## src/rtl/ddr3_frame_reader.sv

```systemverilog
// ddr3_frame_reader: streams complete frame buffers out of DDR3 through an
// Avalon-MM read port in fixed-length bursts, rotating round-robin between
// full buffers. It also services single-beat debug reads between frames.
module ddr3_frame_reader #(
  parameter int NUM_BUFFERS     = 4,
  parameter int IMAGE_WIDTH     = 1280,
  parameter int IMAGE_HEIGHT    = 1024,
  parameter int PIXELS_PER_WORD = 4,
  parameter int BURST_LEN       = 4,
  parameter int MAX_OUTSTANDING = 32
) (
  input  logic                      ddr3_clk,
  input  logic                      ddr3_reset,
  input  logic [NUM_BUFFERS-1:0]    buffer_full,
  input  logic [26*NUM_BUFFERS-1:0] buffer_offset,
  output logic [NUM_BUFFERS-1:0]    buffer_clear,
  output logic                      frame_done,
  output logic                      busy,
  input  logic                      test_rd,
  input  logic [25:0]               test_addr,
  output logic [127:0]              test_rd_data,
  output logic                      test_rd_done,
  input  logic                      data_fifo_almost_full,
  input  logic                      ddr3_avl_ready,
  output logic                      ddr3_avl_burstbegin,
  output logic                      ddr3_avl_read_req,
  output logic [3:0]                ddr3_avl_size,
  output logic [25:0]               ddr3_avl_addr,
  input  logic                      ddr3_avl_read_data_valid,
  input  logic [127:0]              ddr3_avl_read_data,
  output logic                      pix_data_valid
);

  localparam int WORDS  = IMAGE_WIDTH * IMAGE_HEIGHT / PIXELS_PER_WORD;
  localparam int BURSTS = WORDS / BURST_LEN;
  localparam int SEL_W  = $clog2(NUM_BUFFERS);
  localparam int BC_W   = $clog2(BURSTS) + 1;
  localparam int OUT_W  = $clog2(MAX_OUTSTANDING + 1) + 1;

  localparam logic [3:0]      BURST_SIZE = 4'(BURST_LEN);
  localparam logic [BC_W-1:0] LAST_BURST = BC_W'(BURSTS - 1);

  // Parameter sanity: the frame must split into whole words and whole bursts.
  if ((IMAGE_WIDTH * IMAGE_HEIGHT) % PIXELS_PER_WORD != 0) begin : g_bad_words
    $error("IMAGE_WIDTH*IMAGE_HEIGHT is not a multiple of PIXELS_PER_WORD");
  end
  if (WORDS % BURST_LEN != 0 || BURSTS < 1) begin : g_bad_bursts
    $error("frame word count is not a whole number of bursts");
  end
  if (NUM_BUFFERS < 2 || NUM_BUFFERS > 8) begin : g_bad_nbuf
    $error("NUM_BUFFERS must be within 2..8");
  end
  if (BURST_LEN < 1 || BURST_LEN > 8) begin : g_bad_burst
    $error("BURST_LEN must be within 1..8");
  end
  if (MAX_OUTSTANDING < BURST_LEN || MAX_OUTSTANDING % BURST_LEN != 0) begin : g_bad_maxo
    $error("MAX_OUTSTANDING must be a non-zero multiple of BURST_LEN");
  end

  typedef enum logic [2:0] {
    IDLE,
    ISSUE,
    DRAIN,
    TEST_ISSUE,
    TEST_WAIT
  } state_t;

  state_t             state_reg, state_next;
  logic [SEL_W-1:0]   sel_reg, sel_next;
  logic [25:0]        addr_reg, addr_next;
  logic [3:0]         size_reg, size_next;
  logic               read_req_reg, read_req_next;
  logic [BC_W-1:0]    burst_count_reg, burst_count_next;
  logic [OUT_W-1:0]   outstanding_reg, outstanding_next;
  logic               test_pending_reg, test_pending_next;
  logic [25:0]        test_addr_reg, test_addr_next;
  logic [127:0]       test_rd_data_reg, test_rd_data_next;
  logic [NUM_BUFFERS-1:0] buffer_clear_reg, buffer_clear_next;
  logic               frame_done_reg, frame_done_next;
  logic               test_rd_done_reg, test_rd_done_next;

  logic               accept;
  logic               cmd_waiting;
  logic               can_issue;
  logic               rr_found;
  logic [SEL_W-1:0]   rr_idx;

  logic [25:0]        offset [NUM_BUFFERS];
  logic [SEL_W-1:0]   rr_cand [1:NUM_BUFFERS-1];

  // Unpack the flat offset bus and precompute the round-robin candidates
  // sel+1, sel+2, ... (modulo NUM_BUFFERS) in search order.
  genvar gi;
  generate
    for (gi = 0; gi < NUM_BUFFERS; gi++) begin : g_offset
      assign offset[gi] = buffer_offset[26*gi +: 26];
    end
    for (gi = 1; gi < NUM_BUFFERS; gi++) begin : g_rr_cand
      assign rr_cand[gi] = SEL_W'((int'(sel_reg) + gi) % NUM_BUFFERS);
    end
  endgenerate

  assign accept      = read_req_reg && ddr3_avl_ready;
  assign cmd_waiting = read_req_reg && !ddr3_avl_ready;

  // First full buffer after the current one, never the current one itself.
  always_comb begin
    rr_found = 1'b0;
    rr_idx   = sel_reg;
    for (int k = NUM_BUFFERS - 1; k >= 1; k--) begin
      if (buffer_full[rr_cand[k]]) begin
        rr_found = 1'b1;
        rr_idx   = rr_cand[k];
      end
    end
  end

  // In-flight beat count: grows by the accepted command size, shrinks per
  // returned beat. Beats with nothing outstanding (left over from a reset)
  // are ignored so the counter cannot underflow.
  always_comb begin
    outstanding_next = outstanding_reg;
    if (accept) begin
      outstanding_next = outstanding_next + OUT_W'(size_reg);
    end
    if (ddr3_avl_read_data_valid && (outstanding_reg != '0)) begin
      outstanding_next = outstanding_next - OUT_W'(1);
    end
  end

  // A new burst may be requested only with downstream room and in-flight budget.
  assign can_issue = !data_fifo_almost_full &&
                     ((int'(outstanding_next) + BURST_LEN) <= MAX_OUTSTANDING);

  // Next-state and output decode for the read sequencer.
  always_comb begin
    state_next        = state_reg;
    sel_next          = sel_reg;
    addr_next         = addr_reg;
    size_next         = size_reg;
    read_req_next     = read_req_reg;
    burst_count_next  = burst_count_reg;
    test_pending_next = test_pending_reg;
    test_addr_next    = test_addr_reg;
    test_rd_data_next = test_rd_data_reg;
    buffer_clear_next = '0;
    frame_done_next   = 1'b0;
    test_rd_done_next = 1'b0;

    case (state_reg)
      IDLE: begin
        if (test_pending_reg) begin
          state_next        = TEST_ISSUE;
          addr_next         = test_addr_reg;
          size_next         = 4'd1;
          read_req_next     = 1'b1;
          test_pending_next = 1'b0;
        end else if (buffer_full[sel_reg]) begin
          state_next       = ISSUE;
          addr_next        = offset[sel_reg];
          size_next        = BURST_SIZE;
          burst_count_next = '0;
        end else if (rr_found) begin
          sel_next = rr_idx;
        end
      end

      ISSUE: begin
        if (accept) begin
          addr_next        = addr_reg + 26'(BURST_LEN);
          burst_count_next = burst_count_reg + BC_W'(1);
        end
        // A command still waiting for ready keeps read_req/addr/size frozen.
        if (!cmd_waiting) begin
          if (accept && (burst_count_reg == LAST_BURST)) begin
            state_next    = DRAIN;
            read_req_next = 1'b0;
          end else begin
            read_req_next = can_issue;
          end
        end
      end

      DRAIN: begin
        if (outstanding_reg == '0) begin
          frame_done_next = 1'b1;
          state_next      = IDLE;
          // Release this buffer only when another frame is ready to replace
          // it; otherwise the same frame is shown again.
          if (rr_found) begin
            buffer_clear_next[sel_reg] = 1'b1;
            sel_next                   = rr_idx;
          end
        end
      end

      TEST_ISSUE: begin
        if (accept) begin
          read_req_next = 1'b0;
          state_next    = TEST_WAIT;
        end
      end

      TEST_WAIT: begin
        if (ddr3_avl_read_data_valid) begin
          test_rd_data_next = ddr3_avl_read_data;
          test_rd_done_next = 1'b1;
          state_next        = IDLE;
        end
      end

      default: begin
        state_next    = IDLE;
        read_req_next = 1'b0;
      end
    endcase

    // Debug requests are latched in any state; a newer one replaces the address.
    if (test_rd) begin
      test_pending_next = 1'b1;
      test_addr_next    = test_addr;
    end
  end

  // State register with synchronous reset.
  always_ff @(posedge ddr3_clk) begin
    if (ddr3_reset) begin
      state_reg        <= IDLE;
      sel_reg          <= '0;
      addr_reg         <= '0;
      size_reg         <= '0;
      read_req_reg     <= 1'b0;
      burst_count_reg  <= '0;
      outstanding_reg  <= '0;
      test_pending_reg <= 1'b0;
      test_addr_reg    <= '0;
      test_rd_data_reg <= '0;
      buffer_clear_reg <= '0;
      frame_done_reg   <= 1'b0;
      test_rd_done_reg <= 1'b0;
    end else begin
      state_reg        <= state_next;
      sel_reg          <= sel_next;
      addr_reg         <= addr_next;
      size_reg         <= size_next;
      read_req_reg     <= read_req_next;
      burst_count_reg  <= burst_count_next;
      outstanding_reg  <= outstanding_next;
      test_pending_reg <= test_pending_next;
      test_addr_reg    <= test_addr_next;
      test_rd_data_reg <= test_rd_data_next;
      buffer_clear_reg <= buffer_clear_next;
      frame_done_reg   <= frame_done_next;
      test_rd_done_reg <= test_rd_done_next;
    end
  end

  assign ddr3_avl_read_req   = read_req_reg;
  assign ddr3_avl_burstbegin = read_req_reg;
  assign ddr3_avl_size       = size_reg;
  assign ddr3_avl_addr       = addr_reg;
  assign buffer_clear        = buffer_clear_reg;
  assign frame_done          = frame_done_reg;
  assign test_rd_data        = test_rd_data_reg;
  assign test_rd_done        = test_rd_done_reg;
  assign busy                = (state_reg != IDLE);
  // The debug beat must not reach the pixel pipeline.
  assign pix_data_valid      = ddr3_avl_read_data_valid && (state_reg != TEST_WAIT);

endmodule

```

## config.mk

```make
export PLATFORM = sky130hd
export DESIGN_NAME = ddr3_frame_reader
export DESIGN_NICKNAME = d
export VERILOG_FILES = /design/src/rtl/ddr3_frame_reader.sv
export SDC_FILE = /design/constraint.sdc
export NUM_CORES = 1
export LEC_CHECK = 0
export BUFFER_PORTS_ARGS = -buffer_cell sky130_fd_sc_hd__buf_2
export CORE_AREA = 5 5 164 166
export DETAILED_ROUTE_END_ITERATION = 16
export DIE_AREA = 0 0 169 171
export PLACE_DENSITY = 0.8
export SLEW_MARGIN = 20
export SYNTH_ARGS = -nofsm -noshare
export SYNTH_HDL_FRONTEND = slang
export SYNTH_SLANG_ARGS = --single-unit
```

## constraint.sdc

```tcl
create_clock -name ddr3_clk -period 3.7 [get_ports ddr3_clk]
set_clock_uncertainty 0.2 [all_clocks]
set_input_delay 0.74 -clock ddr3_clk [delete_from_list [all_inputs] [get_ports ddr3_clk]]
set_output_delay 0.74 -clock ddr3_clk [all_outputs]
set_load 0.005 [all_outputs]
```

==> results.yml, run 1 <==
worst_setup_path:
  cp-start-kind: "flip-flop"
  path_class: "reg -> reg"
  arrival_ps: 3120
  cp.required_ps: 3960
  reg2reg_from: "ddr3_avl_burstbegin"
  reg2reg_slack_ps: 830
  crit_path_end_kind: "flip-flop"
  regToRegEndpoint: "ddr3_avl_burstbegin"
  r2r.worst_path.cells: 7
  critPathMaxFanout: 9
timing:
  finalMaxSlewViolations: 0
  setup_tns_ps: 0
  rsz0062_at_grt: "false"
  finalHoldViolCount: 0
  hold_ws_ps: 249
  fmax_ghz: 0.349
  setup_violations: 0
  slew_headroom: 0.432
  post-route-period-util: 0.774
  min_period_ps: 2870
  worst_slew_pin_slew_ps: 852
placed_design:
  gp_congestion: 0.862
  place_hpwl_um: 24100
  numPortBuffers: 433
synth:
  ys_ff_latch: 220
  async_flop_share: 0
  yosysTopAreaCellShare: 0.440
  synth_common_cells: "nand2_1 (330), dfxtp_1 (220), a21oi_1 (178), nor2_1 (88), clkbuf_1 (69)"
  synth_fa_ha_area_frac: 0.0125
  synthesis.area_mm2: 0.0100
  synthSimpleGateAreaFrac: 0.222
  synth_top_family_by_area: "simple AND/OR/NAND/NOR gates"
  synthXorXnorAreaFrac: 0.0250
  synth_edf_count: 0
  yosysWarnings: 0
  seq_area_frac_synth: 0.440
  netlist_instances: 1219
  synth_ff_type: "dfxtp_1"
  ys_top_cells_by_area: "dfxtp_1 (44%), nand2_1 (12%), a21oi_1 (8.9%), mux4_2 (6.5%), mux2i_1 (4.1%)"
  yosys.area.top_type: "dfxtp_1"
  muxShareOfSynthArea: 0.106
  synth_cell_types: 71
  yosysMostFrequentCell: "nand2_1"
  synth_compound_area_frac: 0.151
  synth.avg_cell_area_um2: 8.22
floorplanning:
  dieArea_mm2: 0.0289
  die_w_um: 169
  num_rows: 59
  start_util: 0.393
  pin_count: 436
  die-height_um: 171
  coreArea_mm2: 0.0255
run_status:
  outcome: "finished, final reports clean"
routing:
  wl_met1_um: 12600
  wl_met3_um: 2870
  postRouteAntennaNets: 0
  top_layer: "met4"
  dr.pass1.iters: 5
  drcViolationCount: 0
  drtIter0Drc: 907
  vias_per_cell: 5.28
  wire_per_inst_um: 16.7
  wl_met2_um: 15900
  wirelength_um: 32600
  vias: 10307
clock_network:
  cts_buffer_depth: 3
  cts-root-buf: "clkbuf_16"
  cts_tree: "yes"
  htree_levels: 1
  hold_buffers: 0
  clock_sinks: 220
  post_cts_buffers: 0
  cts_made_buffers: 24
  ctsResizeCount: 0
  path_clk_slew_ps: 60
  worst_skew_pair.late_latency_ps: 520
min_path:
  min_to: "test_rd_data[99]"
  hold_class: "reg -> reg"
  whs_path_depth: 2
  hp-start: "test_rd_data[99]"
run:
  drv_cap: 0
grt:
  grt_pass1_wl_um: 49700
  grt_pass1_vias: 9616
  track_usage: 0.206
  grt.overflow.total: 0
  antenna_found_initial: 0
  grt_max_degree: 102
finish:
  layout-drive-gt1-share: 0.328
  syn2layout_area_growth_pct: 31.9
  fillerInstances: 2391
  largest_reg_flops: 128
  diodes: 0
  fin_nets: 1878
pwr:
  leakagePower_uw: 0.00575
  ir_drop_uv: 347
  p_per_area_mw_per_mm2: 604
[final cells by class]
type                            instances  area [µm²]  area share
Clock buffer                           33         686      0.0519
Sequential cell                       220        4410       0.333
Timing Repair Buffer                  445        2300       0.174
Clock inverter                         10         136      0.0103
Inverter                               12        45.0     0.00341
Tap cell                              335         419      0.0317
Multi-Input combinational cell        897        5220       0.395
[cell usage in the layout, fill, tap and decap left out, types with 6 or more instances in the layout]
| master | count |
|---|---|
| buf_2 | 432 |
| nand2_1 | 330 |
| dfxtp_1 | 219 |
| a21oi_1 | 178 |
| nor2_1 | 88 |
| mux2i_1 | 41 |
| o21ai_0 | 29 |
| mux4_2 | 29 |
| clkbuf_16 | 25 |
| nor3_1 | 24 |
| nand3_1 | 23 |
| xor2_1 | 16 |
| inv_1 | 11 |
| xnor2_1 | 10 |
| ha_1 | 10 |
| nand4_1 | 9 |
| buf_4 | 9 |
| a211oi_1 | 8 |
| and3_1 | 7 |
| and4_1 | 6 |
| a31oi_1 | 6 |
| a22oi_1 | 6 |
[worst max-delay path by stage]
stage,cells after the start,start,to
2_1_floorplan,8,ddr3_avl_ready,ddr3_avl_burstbegin
3_3_place_gp,8,buffer_full[3],ddr3_avl_addr[14]
3_5_place_dp,8,ddr3_avl_ready,ddr3_avl_burstbegin
4_1_cts,4,state_reg[1],pix_data_valid
5_1_grt,7,ddr3_avl_burstbegin,ddr3_avl_burstbegin
6_report,7,ddr3_avl_burstbegin,ddr3_avl_burstbegin
[worst max-delay path, cell delays in order (launching register included)]
cell and delay (ps):
dfxtp_1 530, and2_1 420, mux2i_1 410, ha_1 340, nand3_1 210, nor4_1 370
o221ai_1 180, a21oi_2 150
[metrics by stage]
step | power, µW | worst slack [ps] | util | area, µm² | instances
final | 7980 | 835 | 0.519 | 13200 | 1952
after detailed placement | 5480 | 558 | 0.486 | 12400 | 1909
after global routing | 8420 | 737 | 0.519 | 13200 | 1952
after CTS | 8000 | 867 | 0.518 | 13200 | 1952
after global placement | 5410 | 709 | 0.486 | 12400 | 1909
after floorplan | 4710 | 1090 | - | 10000 | 1220
[metal layers]
layer  vias to the layer above  track usage
met3                        89       0.0476
met4                         0       0.0721
met2                       496        0.348
met5                         -            0
li1                       4947            -
met1                      4775        0.260
[power by group]
part | internal, µW | switching, µW
sequential | 2580 | 282
clock | 1510 | 975
combinational | 1150 | 1480
total | 5240 | 2740
[cells by family (layout without fill, tap and decap cells)]
| family | count (synthesis) | count (layout) |
|---|---|---|
| other cells | 1 | 2 |
| flops | 220 | 220 |
| compound gates | 267 | 267 |
| xor+xnor | 27 | 27 |
| simple gates | 521 | 521 |
| buf+inv | 103 | 500 |
| mux | 70 | 70 |
| fa+ha+maj | 10 | 10 |
Power figures use the tool's default switching activity.
==> run 2, diff against run 1 <==
- ABC_AREA: default -> 1
- CORE_AREA: 5 5 164 166 -> 5 5 166 168
- DIE_AREA: 0 0 169 171 -> 0 0 171 173
- PLACE_DENSITY: 0.8 -> 0.84
- clock period: 3.7 -> 2.54 ns (I/O delays scaled with it)
==> run 2 against run 1 <==
Clock-buffer cell count up 1. Non-clock buffer count up 22. Global-route usage up 2.4 points. Sequential share of layout area down 1.7 points. First-iteration DRC count up 31%. Area after synthesis up 5.5%. Via count up 17%. Core utilization up 2.1 points. Flip-flop and latch count unchanged. Sequential power up 53%. Die area up 2.4%. Critical endpoint is now pix_data_valid.
==> results.yml, run 2 <==
finish:
  multi_input_area_mm2: 0.00541
  register_area_mm2: 0.00441
  fin_nets: 2188
  syn2layout_area_growth_pct: 31.5
  fillerInstances: 2454
  layout_common_cells: "buf_2 (431), nand2_1 (313), dfxtp_1 (219)"
  largest_reg_flops: 128
  final_util: 0.540
  layout_commonest_cell: "buf_2"
  layout-drive-gt1-share: 0.276
  diodes: 0
timing:
  setup_violations: 0
  setup_slack_ps: 225
  slew_headroom: 0.480
  finalHoldViolCount: 0
  post-route-period-util: 0.911
  setup_tns_ps: 0
  rsz0062_at_grt: "false"
  min_period_ps: 2320
  finalMaxSlewViolations: 0
  fmax_ghz: 0.432
  worst_slew_pin_slew_ps: 774
synth:
  seq_area_frac_synth: 0.417
  ys_ff_latch: 220
  synthSimpleGateAreaFrac: 0.284
  synth_edf_count: 0
  synth_ff_type: "dfxtp_1"
  synth.avg_cell_area_um2: 6.94
  muxShareOfSynthArea: 0
  netlist_instances: 1523
  yosysMostFrequentCell: "nand2_1"
  synth_top_family_by_area: "simple AND/OR/NAND/NOR gates"
  synth_common_cells: "nand2_1 (314), dfxtp_1 (220), a21oi_1 (211), nand3_1 (167), nor2_1 (157)"
  yosysWarnings: 0
  synth_compound_area_frac: 0.204
  async_flop_share: 0
  synth_cell_types: 44
  yosysTopAreaCellShare: 0.417
  synthesis.area_mm2: 0.0106
  yosys.area.top_type: "dfxtp_1"
  ys_top_cells_by_area: "dfxtp_1 (42%), nand2_1 (11%), a21oi_1 (10%), nand3_1 (7.9%), nor2_1 (5.6%)"
  synthXorXnorAreaFrac: 0.00994
  synth_fa_ha_area_frac: 0.0118
clock_network:
  worst_skew_pair.late_latency_ps: 520
  cts_tree: "yes"
  cts-root-buf: "clkbuf_16"
  cts_made_buffers: 25
  cts_buffer_depth: 3
  path_clk_slew_ps: 60
  htree_levels: 1
  clock_sinks: 220
worst_setup_path:
  crit_path_end_kind: "output pin"
  path_class: "reg -> out"
  arrival_ps: 1610
  critPathMaxFanout: 5
  cp-start-kind: "flip-flop"
  cp.required_ps: 1830
pwr:
  p_per_area_mw_per_mm2: 906
  ir_drop_uv: 605
  leakagePower_uw: 0.00621
routing:
  vias_per_cell: 5.35
  drtIter0Drc: 1188
  drcViolationCount: 0
  postRouteAntennaNets: 0
  vias: 12110
  wirelength_um: 36700
  wire_per_inst_um: 16.2
  dr.pass1.iters: 5
placed_design:
  gp_congestion: 0.939
  pre_cts_ws_ps: 286
  numPortBuffers: 433
  place_hpwl_um: 26700
grt:
  track_usage: 0.230
  grt_max_degree: 130
  antenna_found_initial: 0
  grt_pass1_wl_um: 57000
  grt_pass1_vias: 11137
  grt.overflow.total: 0
floorplanning:
  dieArea_mm2: 0.0296
  num_rows: 59
  coreArea_mm2: 0.0258
  die-height_um: 173
  die_w_um: 171
  start_util: 0.410
  pin_count: 436
run:
  drv_cap: 0
min_path:
  hold_class: "in -> reg"
run_status:
  outcome: "finished, final reports clean"
==> run 2: critical path, stage by stage (launching register included) <==
cell      delay, ps
dfxtp_1         460
nor2_2           90
nand2_1         100
clkinv_2        170
nor2_1          140
buf_2           130
==> run 2: path summary, 6_finish.rpt <==
check	cells after the start	from	slack (ps)	to
min	3	test_addr[0]	20	test_addr_reg[0]
max reg2reg	11	ddr3_avl_size[0]	240	ddr3_avl_burstbegin
min reg2reg	2	test_rd_data[89]	250	test_rd_data[89]
max	5	state_reg[1]	220	pix_data_valid
==> run 2: layout make-up <==
cell class	instances	area share
multi-input cells	1118	0.389
clock buffers	34	0.0532
well taps	335	0.0301
flip-flops and latches	220	0.317
clock inverters	10	0.00819
inverters	78	0.0213
repair buffers	467	0.181
==> run 2: cells by family after synthesis <==
group	count (synthesis)
AND/OR/NAND/NOR	701
AO/OA/AOI/OAI	393
flip-flops	220
buffers and inverters	186
XOR/XNOR	12
adder cells (fa/ha/maj)	10
other	1
==> run 2: metrics by stage <==
stage,std cells,hold slack [ps],instance area [µm²],total power (µW)
2_1_floorplan,1524,228,10600,7470
3_3_place_gp,2202,237,12900,8730
3_5_place_dp,2202,244,12900,8860
4_1_cts,2262,2.65,13900,12600
5_1_grt,2262,11.8,13900,13400
6_report,2262,23.1,13900,12600
==> run 2: report_power, final <==
group          internal (µW)  switching (µW)  total [µW]
registers               3910             461        4370
logic                   1610            2920        4530
clock network           2240            1460        3700
==> run 2: per-layer routing <==
layer	vias up	routed length, µm	GRT usage
met1	5544	14700	0.303
met5	-	0	0
li1	5932	-	-
met3	108	3310	0.0537
met2	526	17400	0.372
met4	0	1340	0.0766
==> run 2: timing repair <==
| action | CTS | global route |
|---|---|---|
| endpoints found under the hold margin | 16 | 0 |
| setup endpoints to repair | 0 | 1 |
| gates resized for setup | 0 | 1 |
| buffers inserted | 0 | 0 |
| hold buffers | 16 | 0 |
==> run 3, diff against run 2 <==
- ABC_AREA: 1 -> default
- CORE_AREA: 5 5 166 168 -> 5 5 168 170
- DIE_AREA: 0 0 171 173 -> 0 0 173 175
- PLACE_DENSITY: 0.84 -> 0.8
==> run 3 against run 2 <==
Via count shrank 13%. Clock-buffer cell count shrank 2. Critical path depth grew 3. Largest power group unchanged. Die area grew 2.3%. Power shrank 4.5%.
==> results.yml, run 3 (synthesized netlist as in run 1, its figures left out) <==
pwr:
  p_per_area_mw_per_mm2: 881
  p_total_uw: 12000
  ir_drop_uv: 514
  leakagePower_uw: 0.00598
grt:
  antenna_found_initial: 1
  grt_max_degree: 119
  grt_pass1_vias: 10056
  grt.overflow.total: 0
  track_usage: 0.205
  grt_pass1_wl_um: 52500
clock_network:
  cts_tree: "yes"
  clock_sinks: 220
  worst_skew_pair.late_latency_ps: 510
  htree_levels: 1
  cts_made_buffers: 25
  path_clk_slew_ps: 60
  cts_buffer_depth: 3
  cts-root-buf: "clkbuf_16"
routing:
  wire_per_inst_um: 16.7
  dr.pass1.iters: 5
  vias: 10484
  postRouteAntennaNets: 0
  vias_per_cell: 5.23
  wirelength_um: 33500
  drtIter0Drc: 732
  drcViolationCount: 0
worst_setup_path:
  path_class: "reg -> reg"
  cp_slowest_cell: "a221oi_4"
  slowest_delay_ps: 350
  cp.required_ps: 2780
  critPathMaxFanout: 3
  worstPathCellList: "ha_1 > ha_1 > nand4bb_4 > a221oi_4 > a22oi_1 > o2bb2ai_1 > a311o_1 > a21oi_2"
  crit_top_cell: "ha_1"
  reg2reg_slack_ps: 70
  cp-start-kind: "flip-flop"
  arrival_ps: 2710
  crit_path_end_kind: "flip-flop"
timing:
  setup_tns_ps: 0
  finalMaxSlewViolations: 0
  setup_violations: 0
  fmax_ghz: 0.406
  slew_headroom: 0.502
  finalHoldViolCount: 0
  worst_slew_pin_slew_ps: 743
  min_period_ps: 2470
  post-route-period-util: 0.971
finish:
  layout_commonest_cell: "buf_2"
  layout_common_cells: "buf_2 (432), nand2_1 (329), dfxtp_1 (218)"
  syn2layout_area_growth_pct: 36.4
  diodes: 0
  fin_nets: 1924
  largest_reg_flops: 128
  layout-drive-gt1-share: 0.354
floorplanning:
  die_w_um: 173
  num_rows: 60
  start_util: 0.377
  die-height_um: 175
  pin_count: 436
  coreArea_mm2: 0.0266
  dieArea_mm2: 0.0303
placed_design:
  place_hpwl_um: 24900
  gp_congestion: 0.925
  numPortBuffers: 433
run_status:
  outcome: "finished, final reports clean"
run:
  drv_cap: 0
min_path:
  hold_class: "in -> reg"
==> run 3: path summary, 6_finish.rpt <==
check,start,endpoint,cells after the start
worst min register to register,test_rd_data[76],test_rd_data[76],2
worst min-delay path,test_addr[10],test_addr_reg[10],3
worst max-delay path,ddr3_avl_size[0],ddr3_avl_burstbegin,8
worst max register to register,ddr3_avl_size[0],ddr3_avl_burstbegin,8
==> run 3: report_power, final <==
group,internal (µW),switching (µW),leakage [µW]
logic,2000,2380,0.00381
clock network,2090,1420,0.000394
registers,3770,377,0.00178
==> run 3: worst max-delay path: cells and delay by family (launching register included) <==
kind | cells | cell delay (ps)
AO/OA/AOI/OAI | 5 | 1060
adder cells (fa/ha/maj) | 2 | 540
flip-flops | 1 | 330
AND/OR/NAND/NOR | 1 | 260
==> run 3: cell type report <==
class                      instances  area, µm²
tap                              341        427
inverter                          12       45.0
clock inverter                    12        119
clock buffer                      32        682
fill                            2456      12900
timing repair buffer             490       2680
multi-input combinational        897       5300
sequential                       220       4410
==> run 3: what timing repair did <==
| action | CTS | global route |
|---|---|---|
| pin swaps | 0 | 2 |
| endpoints found under the setup margin | 1 | 12 |
| endpoints found under the hold margin | 3 | 0 |
| gates resized for setup | 1 | 16 |
| setup buffers | 0 | 1 |
| hold buffers | 3 | 0 |
==> run 3: through the flow <==
step                      cell area [µm²]  hold WS [ps]  worst slack (ps)  cells   util
after floorplan                     10000           253              15.0   1220      -
final                               13700          24.8              74.4   2004  0.514
after global placement              12700           238            0.0859   1956  0.479
after CTS                           13600        0.0626              64.1   2003  0.510
after global routing                13700          13.2             -11.4   2004  0.514
after detailed placement            12700           243             -61.6   1956  0.479
==> run 3: per-layer routing <==
metal  vias to the layer above  routed length (µm)  track usage
met2                       450               16700        0.357
met5                         -                  13            0
met1                      4912               13300        0.260
li1                       5040                   -            -
met4                         2                1010       0.0632
met3                        80                2490       0.0383
